## src/rtl/shift_pkg.sv

```systemverilog
// Shared shift-unit definitions: op encodings and shift-amount width.
package shift_pkg;

  localparam int unsigned SHAMT_W = 4;

  typedef logic [1:0] op_t;

  localparam op_t OP_ROL = 2'b00;
  localparam op_t OP_SLL = 2'b01;
  localparam op_t OP_ROR = 2'b10;
  localparam op_t OP_SRL = 2'b11;

endpackage

```

## src/rtl/Shifter.sv

```systemverilog
// 16-bit combinational barrel shifter: rotate/shift left/right by 0..15.
module Shifter
  import shift_pkg::*;
(
  input  logic [15:0]        src,
  input  logic [SHAMT_W-1:0] amt,
  input  op_t                op,
  output logic [15:0]        result
);

  // Complementary amount for the wrap-around half of a rotate; 16 for amt 0 flushes it to zero.
  logic [4:0] inv_amt;
  assign inv_amt = 5'd16 - {1'b0, amt};

  // Op decode onto the four shift flavours.
  always_comb begin
    result = src;
    case (op)
      OP_ROL: result = (src << amt) | (src >> inv_amt);
      OP_SLL: result = src << amt;
      OP_ROR: result = (src >> amt) | (src << inv_amt);
      OP_SRL: result = src >> amt;
    endcase
  end

endmodule

```

## src/rtl/ex_shift_unit.sv

```systemverilog
// Execute-stage shift unit: two-stage elastic pipeline (operand capture, shift + result slot).
// Optional build macro EX_SHIFT_STATS_EN adds a saturating output-transfer counter (stat_count).
module ex_shift_unit
  import shift_pkg::*;
#(
  parameter int unsigned DATA_W     = 16,
  parameter int unsigned REG_ADDR_W = 3
) (
  input  logic                  clk,
  input  logic                  rst,
  input  logic                  in_valid,
  output logic                  in_ready,
  input  logic [1:0]            in_op,
  input  logic [DATA_W-1:0]     in_src,
  input  logic [DATA_W-1:0]     in_amt_reg,
  input  logic [SHAMT_W-1:0]    in_imm,
  input  logic                  in_use_imm,
  input  logic [REG_ADDR_W-1:0] in_wr_reg,
  input  logic                  flush,
  output logic                  out_valid,
  input  logic                  out_ready,
  output logic [DATA_W-1:0]     out_result,
  output logic [REG_ADDR_W-1:0] out_wr_reg,
  output logic                  out_zero
`ifdef EX_SHIFT_STATS_EN
  ,
  output logic [15:0]           stat_count
`endif
);

  logic                  a_valid;
  op_t                   a_op;
  logic [DATA_W-1:0]     a_src;
  logic [SHAMT_W-1:0]    a_amt;
  logic [REG_ADDR_W-1:0] a_wr_reg;
  logic                  b_valid;

  logic                  b_free;
  logic                  a_adv;
  logic                  in_fire;
  logic [DATA_W-1:0]     shift_res;

  // Upper amount bits are architecturally ignored.
  logic unused_amt_hi;
  assign unused_amt_hi = ^in_amt_reg[DATA_W-1:SHAMT_W];

  // Elastic handshake: ready depends only on occupancy and out_ready.
  assign b_free    = !b_valid || out_ready;
  assign a_adv     = a_valid && b_free;
  assign in_ready  = !a_valid || a_adv;
  assign in_fire   = in_valid && in_ready;
  assign out_valid = b_valid;

  // Stage A: capture operands, resolving the amount source at capture time.
  always_ff @(posedge clk) begin
    if (rst) begin
      a_valid  <= 1'b0;
      a_op     <= OP_ROL;
      a_src    <= '0;
      a_amt    <= '0;
      a_wr_reg <= '0;
    end else if (flush) begin
      a_valid <= 1'b0;
    end else if (in_fire) begin
      a_valid  <= 1'b1;
      a_op     <= in_op;
      a_src    <= in_src;
      a_amt    <= in_use_imm ? in_imm : in_amt_reg[SHAMT_W-1:0];
      a_wr_reg <= in_wr_reg;
    end else if (a_adv) begin
      a_valid <= 1'b0;
    end
  end

  Shifter u_shifter (
    .src    (a_src),
    .amt    (a_amt),
    .op     (a_op),
    .result (shift_res)
  );

  // Stage B: result slot, held stable while stalled.
  always_ff @(posedge clk) begin
    if (rst) begin
      b_valid    <= 1'b0;
      out_result <= '0;
      out_wr_reg <= '0;
      out_zero   <= 1'b0;
    end else if (flush) begin
      b_valid <= 1'b0;
    end else if (a_adv) begin
      b_valid    <= 1'b1;
      out_result <= shift_res;
      out_wr_reg <= a_wr_reg;
      out_zero   <= (shift_res == '0);
    end else if (out_ready) begin
      b_valid <= 1'b0;
    end
  end

`ifdef EX_SHIFT_STATS_EN
  // Saturating count of output transfers; flush does not touch it.
  always_ff @(posedge clk) begin
    if (rst) begin
      stat_count <= '0;
    end else if (out_valid && out_ready && (stat_count != 16'hFFFF)) begin
      stat_count <= stat_count + 16'd1;
    end
  end
`endif

endmodule

```

## config.mk

```make
export PLATFORM = sky130hd
export DESIGN_NAME = ex_shift_unit
export DESIGN_NICKNAME = d
export VERILOG_FILES = /design/src/rtl/shift_pkg.sv /design/src/rtl/Shifter.sv /design/src/rtl/ex_shift_unit.sv
export SDC_FILE = /design/constraint.sdc
export NUM_CORES = 1
export LEC_CHECK = 0
export CAP_MARGIN = 20
export CORE_ASPECT_RATIO = 0.5
export CORE_UTILIZATION = 37
export CTS_CLUSTER_DIAMETER = 120
export DETAILED_ROUTE_END_ITERATION = 12
export DONT_BUFFER_PORTS = 1
export GPL_TIMING_DRIVEN = 0
export SLEW_MARGIN = 0
export SYNTH_ARGS = -nofsm -noshare
export SYNTH_HDL_FRONTEND = slang
export SYNTH_SLANG_ARGS = --single-unit
```

## constraint.sdc

```tcl
create_clock -name clk -period 3.95 [get_ports clk]
set_input_delay 0.79 -clock clk [delete_from_list [all_inputs] [get_ports clk]]
set_output_delay 0.79 -clock clk [all_outputs]
set_load 0.05 [all_outputs]
```

==> results.txt, run 1 <==
The total clock sinks is 47. The net count of the finished layout is 679. The mean cell area of the mapped netlist is 7.85 µm². By area the synthesized netlist is led by sky130_fd_sc_hd__dfxtp_1 (19%), sky130_fd_sc_hd__mux2i_1 (15%), sky130_fd_sc_hd__mux4_2 (12%), sky130_fd_sc_hd__nand2_1 (6.6%), sky130_fd_sc_hd__nor2_1 (4.9%). The path with the worst hold slack has its endpoint at a_wr_reg[1]. The launch point of the worst path is a_amt[0]. The most frequently used cell type in the post-synthesis netlist is sky130_fd_sc_hd__nand2_1. The worst setup path is launched from a flip-flop. The critical path data required time is roughly 4.2 ns.

In this run the biggest area consumer among cell types represents 19.3% of the synthesized area. The count of max-cap constraint violations came out at 0. Setup repair after global routing left no endpoint under its margin. The areal power density over the cells is 321 nW/µm². Traced cell by cell, the critical path runs through buf_6 -> inv_1 -> clkbuf_4 -> buf_4 -> ha_1 -> buf_2 -> xor2_4 -> mux2_1 -> a211o_1 -> and3_1 -> o21ai_0 -> o2111ai_1 -> nor4_1 -> a31o_1. Summed over all layers, the routed wires come to 22.4 mm. The total vias in the final route came out at 5373.

The switching part of the total is 43.0%. The worst-path cell with the longest stage delay is sky130_fd_sc_hd__nor4_1. The sequential share of power came out at 30.8%. The number of levels the H-tree was split into is 2. The initial antenna violation count came to 1. The startpoint of the most critical hold path is a_wr_reg[1]. The share of power burned in combinational logic is 41.8%. The row count is 29. The post-detailed-placement half-perimeter wirelength is between 15 and 20 mm.

Synthesis produced a netlist with a net count of approximately 670. The startpoint identified for the worst register-to-register timing path is a_amt[0]. The number of enable-type register cells in the synthesized netlist came out at 0. The slew of the pin with the lowest slew margin is 0.984 ns. The clock network is responsible for 27.4% of the overall power.

The clock reaches the later pin of the worst-skew pair after 0.31 ns. The antenna diode instance count is 0. STA classifies the critical path endpoint as a flip-flop. The sequential fraction of the synthesis area is 19.3%.

The starting density of the core came out at 38.2%. The number of violations reported at the end of detailed-routing iteration 0 is 691. The maximum net fanout on the critical path is 10. The flow ran to the end, and the final reports show no timing, DRC or antenna violations. The met3 track demand over resource in global routing came out at between 10% and 20%.

The number of endpoints with negative hold slack in the final report is 0. The largest net degree at the start of global routing is 18. The flip-flop and latch count after synthesis is 47. The number of instances in the synthesized netlist came out at 620. The biggest cell delay along the critical path is around 0.38 ns.

Of the total synthesized cell area, the portion taken by full adders, half adders and majority gates is less than 1%. The worst pin sits at a relative slew slack of 32.5%. The met2 track demand over resource is 41.7%. The floorplan step set the die height to 83.1 µm. For this run, the number of Yosys warnings is 0. The tree is rooted in a sky130_fd_sc_hd__clkbuf_16. The number of global-route vias before repair is ~4800. The category of the critical setup timing path is flip-flop to flip-flop. From left edge to right edge, the die measures 164 µm.

Global routing used 49.7% of the available met1 tracks. By area, the combinational part of the netlist is dominated by multiplexers. At the worst endpoint, the arrival time is between 4 and 5 ns. The worst path needs about 3.8 ns of the cycle, external delays included. Using the TritonRoute via totals, the vias-per-cell ratio works out to around 6.7. The average detailed-routed wire length per instance is 27.9 µm.

The count of pins on the block boundary is 69. The cell area after synthesis is 4870 µm². The largest registers in the layout are a_src: 16 flops, out_result: 16 flops, a_amt: 4 flops. The worst-case register-to-register setup slack came out at between 0.15 and 0.2 ns. In the synthesized netlist, the cells that appear most often are sky130_fd_sc_hd__nand2_1 (86), sky130_fd_sc_hd__mux2i_1 (72), sky130_fd_sc_hd__nor2_1 (64). The count of input and output buffers is 0. OpenSTA, run right after detailed placement, puts the worst setup slack at -0.152 ns. The peak supply drop is 0.000160 V.

The final setup skew came out at 0.0107 ns. sky130_fd_sc_hd__dfxtp_1 takes more of the synthesized area than any other cell. At the end of routability-driven placement, the weighted congestion stood at just over 1. After global routing, the most crowded layer is met1.

Among all flip-flop cells after synthesis, the most frequent one is sky130_fd_sc_hd__dfxtp_1. The first global-routing pass estimated 32.5 mm of wire. The setup slack after layout came out at 0.150 ns. The core box area came out at about 13000 µm². The share of layout cells above drive strength 1 is 16.8%. The compound-gate portion of the synthesized area came out at about a fifth. Summed over all failing endpoints, the final setup total negative slack is 0 ns. The switching power total came out at 0.742 mW. The number of design rule violations left after detail routing came out at 0.

The total global routing overflow came out at 0. The fraction of synthesis flops using an asynchronous set or reset pin is 0%. Yosys mapped the design onto between 60 and 70 distinct sky130hd cell types. In the global route stage, overall resource usage came out at 33.2%. The internal power is 0.985 mW. The max-slew violation total from the final report came out at 0.

The worst min-delay path category is flip-flop to flip-flop. The number of buffers inserted during clock tree synthesis is 5. The length in cells of the worst reg-to-reg path is 14. The leakage power of the design is 1.80 nW.

The layout overhead on the synthesized area is 10.5%. The worst flop-to-flop path endpoint is out_zero. Of the total synthesized cell area, the portion taken by AND, OR, NAND and NOR gates is 22.7%.

Of the available clock period, the critical path in the final layout requires 96.2%. The worst-case clock buffer depth is 2. The number of cells on the worst hold path came out at 2. The number of setup violations in the final report came out at 0. The first-pass detailed-route iteration total came out at 5.

The clock-pin transition on the worst setup and hold timing paths came out at 0.07 ns. In this run the remaining antenna-violating nets after routing total 0. The die outline area is 13600 µm².

The fraction of synthesized area in multiplexers came out at 28.9%. Derived from the worst setup path, the maximum achievable clock frequency is 0.263 GHz. The xor and xnor area share after synthesis is 1.18%. The clock tree from TritonCTS is built.
worst max-delay path: cells and delay by family (launching register included):
| kind | cells | cell delay [ns] |
|---|---|---|
| buffers and inverters | 5 | 1.08 |
| AOI/OAI and AO/OA | 4 | 0.93 |
| xor gates and xnor gates | 1 | 0.29 |
| and+or+nand+nor | 2 | 0.57 |
| adders and majority gates | 1 | 0.17 |
| DFF | 1 | 0.32 |
| muxes | 1 | 0.35 |
cell type report:
class | count | area (µm²)
buffer | 73 | 367
clock buffer | 5 | 125
clock inverter | 3 | 27.5
fill | 1333 | 7360
inverter | 5 | 18.8
multi-input combinational | 495 | 3660
sequential | 47 | 941
tap | 170 | 213
timing repair buffer | 4 | 30.0
layer usage:
metal  part of all wire (%)  wire, µm
met5                      0         0
met4                    2.0       454
met3                     16      3540
met2                     37      8250
met1                     45     10100
how the worst max path moves through the flow:
stage               end  slack (ns)  depth (start not counted)
2_1_floorplan  out_zero        0.80                         16
3_3_place_gp   out_zero       -0.23                         15
3_5_place_dp   out_zero       -0.15                         15
4_1_cts        out_zero       0.008                         16
5_1_grt        out_zero        0.01                         14
6_report       out_zero        0.15                         14
power groups by stage:
stage | registers, mW | clock network [mW] | logic [mW]
floorplan | 0.535 | 0 | 0.459
global placement | 0.541 | 0 | 0.673
detailed placement | 0.542 | 0 | 0.657
CTS | 0.531 | 0.477 | 0.667
global route | 0.534 | 0.494 | 0.750
finish | 0.532 | 0.474 | 0.721
through the flow:
stage                     util [%]  std cells  area, µm²  total power [mW]  hold slack (ns)
final                         42.2        802       5380              1.73            0.458
after global routing          42.2        802       5380              1.78            0.491
after CTS                     41.4        800       5270              1.67            0.462
after detailed placement      39.9        791       5090              1.20            0.452
after global placement        39.9        790       5080              1.21            0.447
after floorplan                  -        620       4870             0.994            0.436
cells in the final DEF (no fill, tap or decap), drive strengths merged, types with 8 or more instances in the layout:
cell type,n
nand2,87
mux2i,72
nor2,65
dfxtp,47
clkbuf,43
a21oi,39
buf,39
a211oi,28
mux4,25
o21ai,23
nor3,21
nand3,19
mux2,11
o22ai,9
o211ai,8
logic make-up after synthesis:
kind of cell / count (synthesis)
adder cells (fa/ha/maj): 1
flip-flops: 47
AO/OA/AOI/OAI: 145
XOR/XNOR: 4
AND/OR/NAND/NOR: 237
multiplexers: 108
buffers and inverters: 78
repair_timing:
action | 4_1_cts | 5_1_grt
pin swaps | 2 | 4
endpoints found under the setup margin | 1 | 1
setup buffers | 1 | 2
gates resized for setup | 6 | 21
hold buffers | 0 | 0
Note: power is estimated with default switching activity, not from simulation.
==> inputs of run 2 (changes only) <==
- CTS_CLUSTER_SIZE: unset -> 20
==> results of run 2 <==
No change in the layout: final DEF, timing and power equal those of run 1.
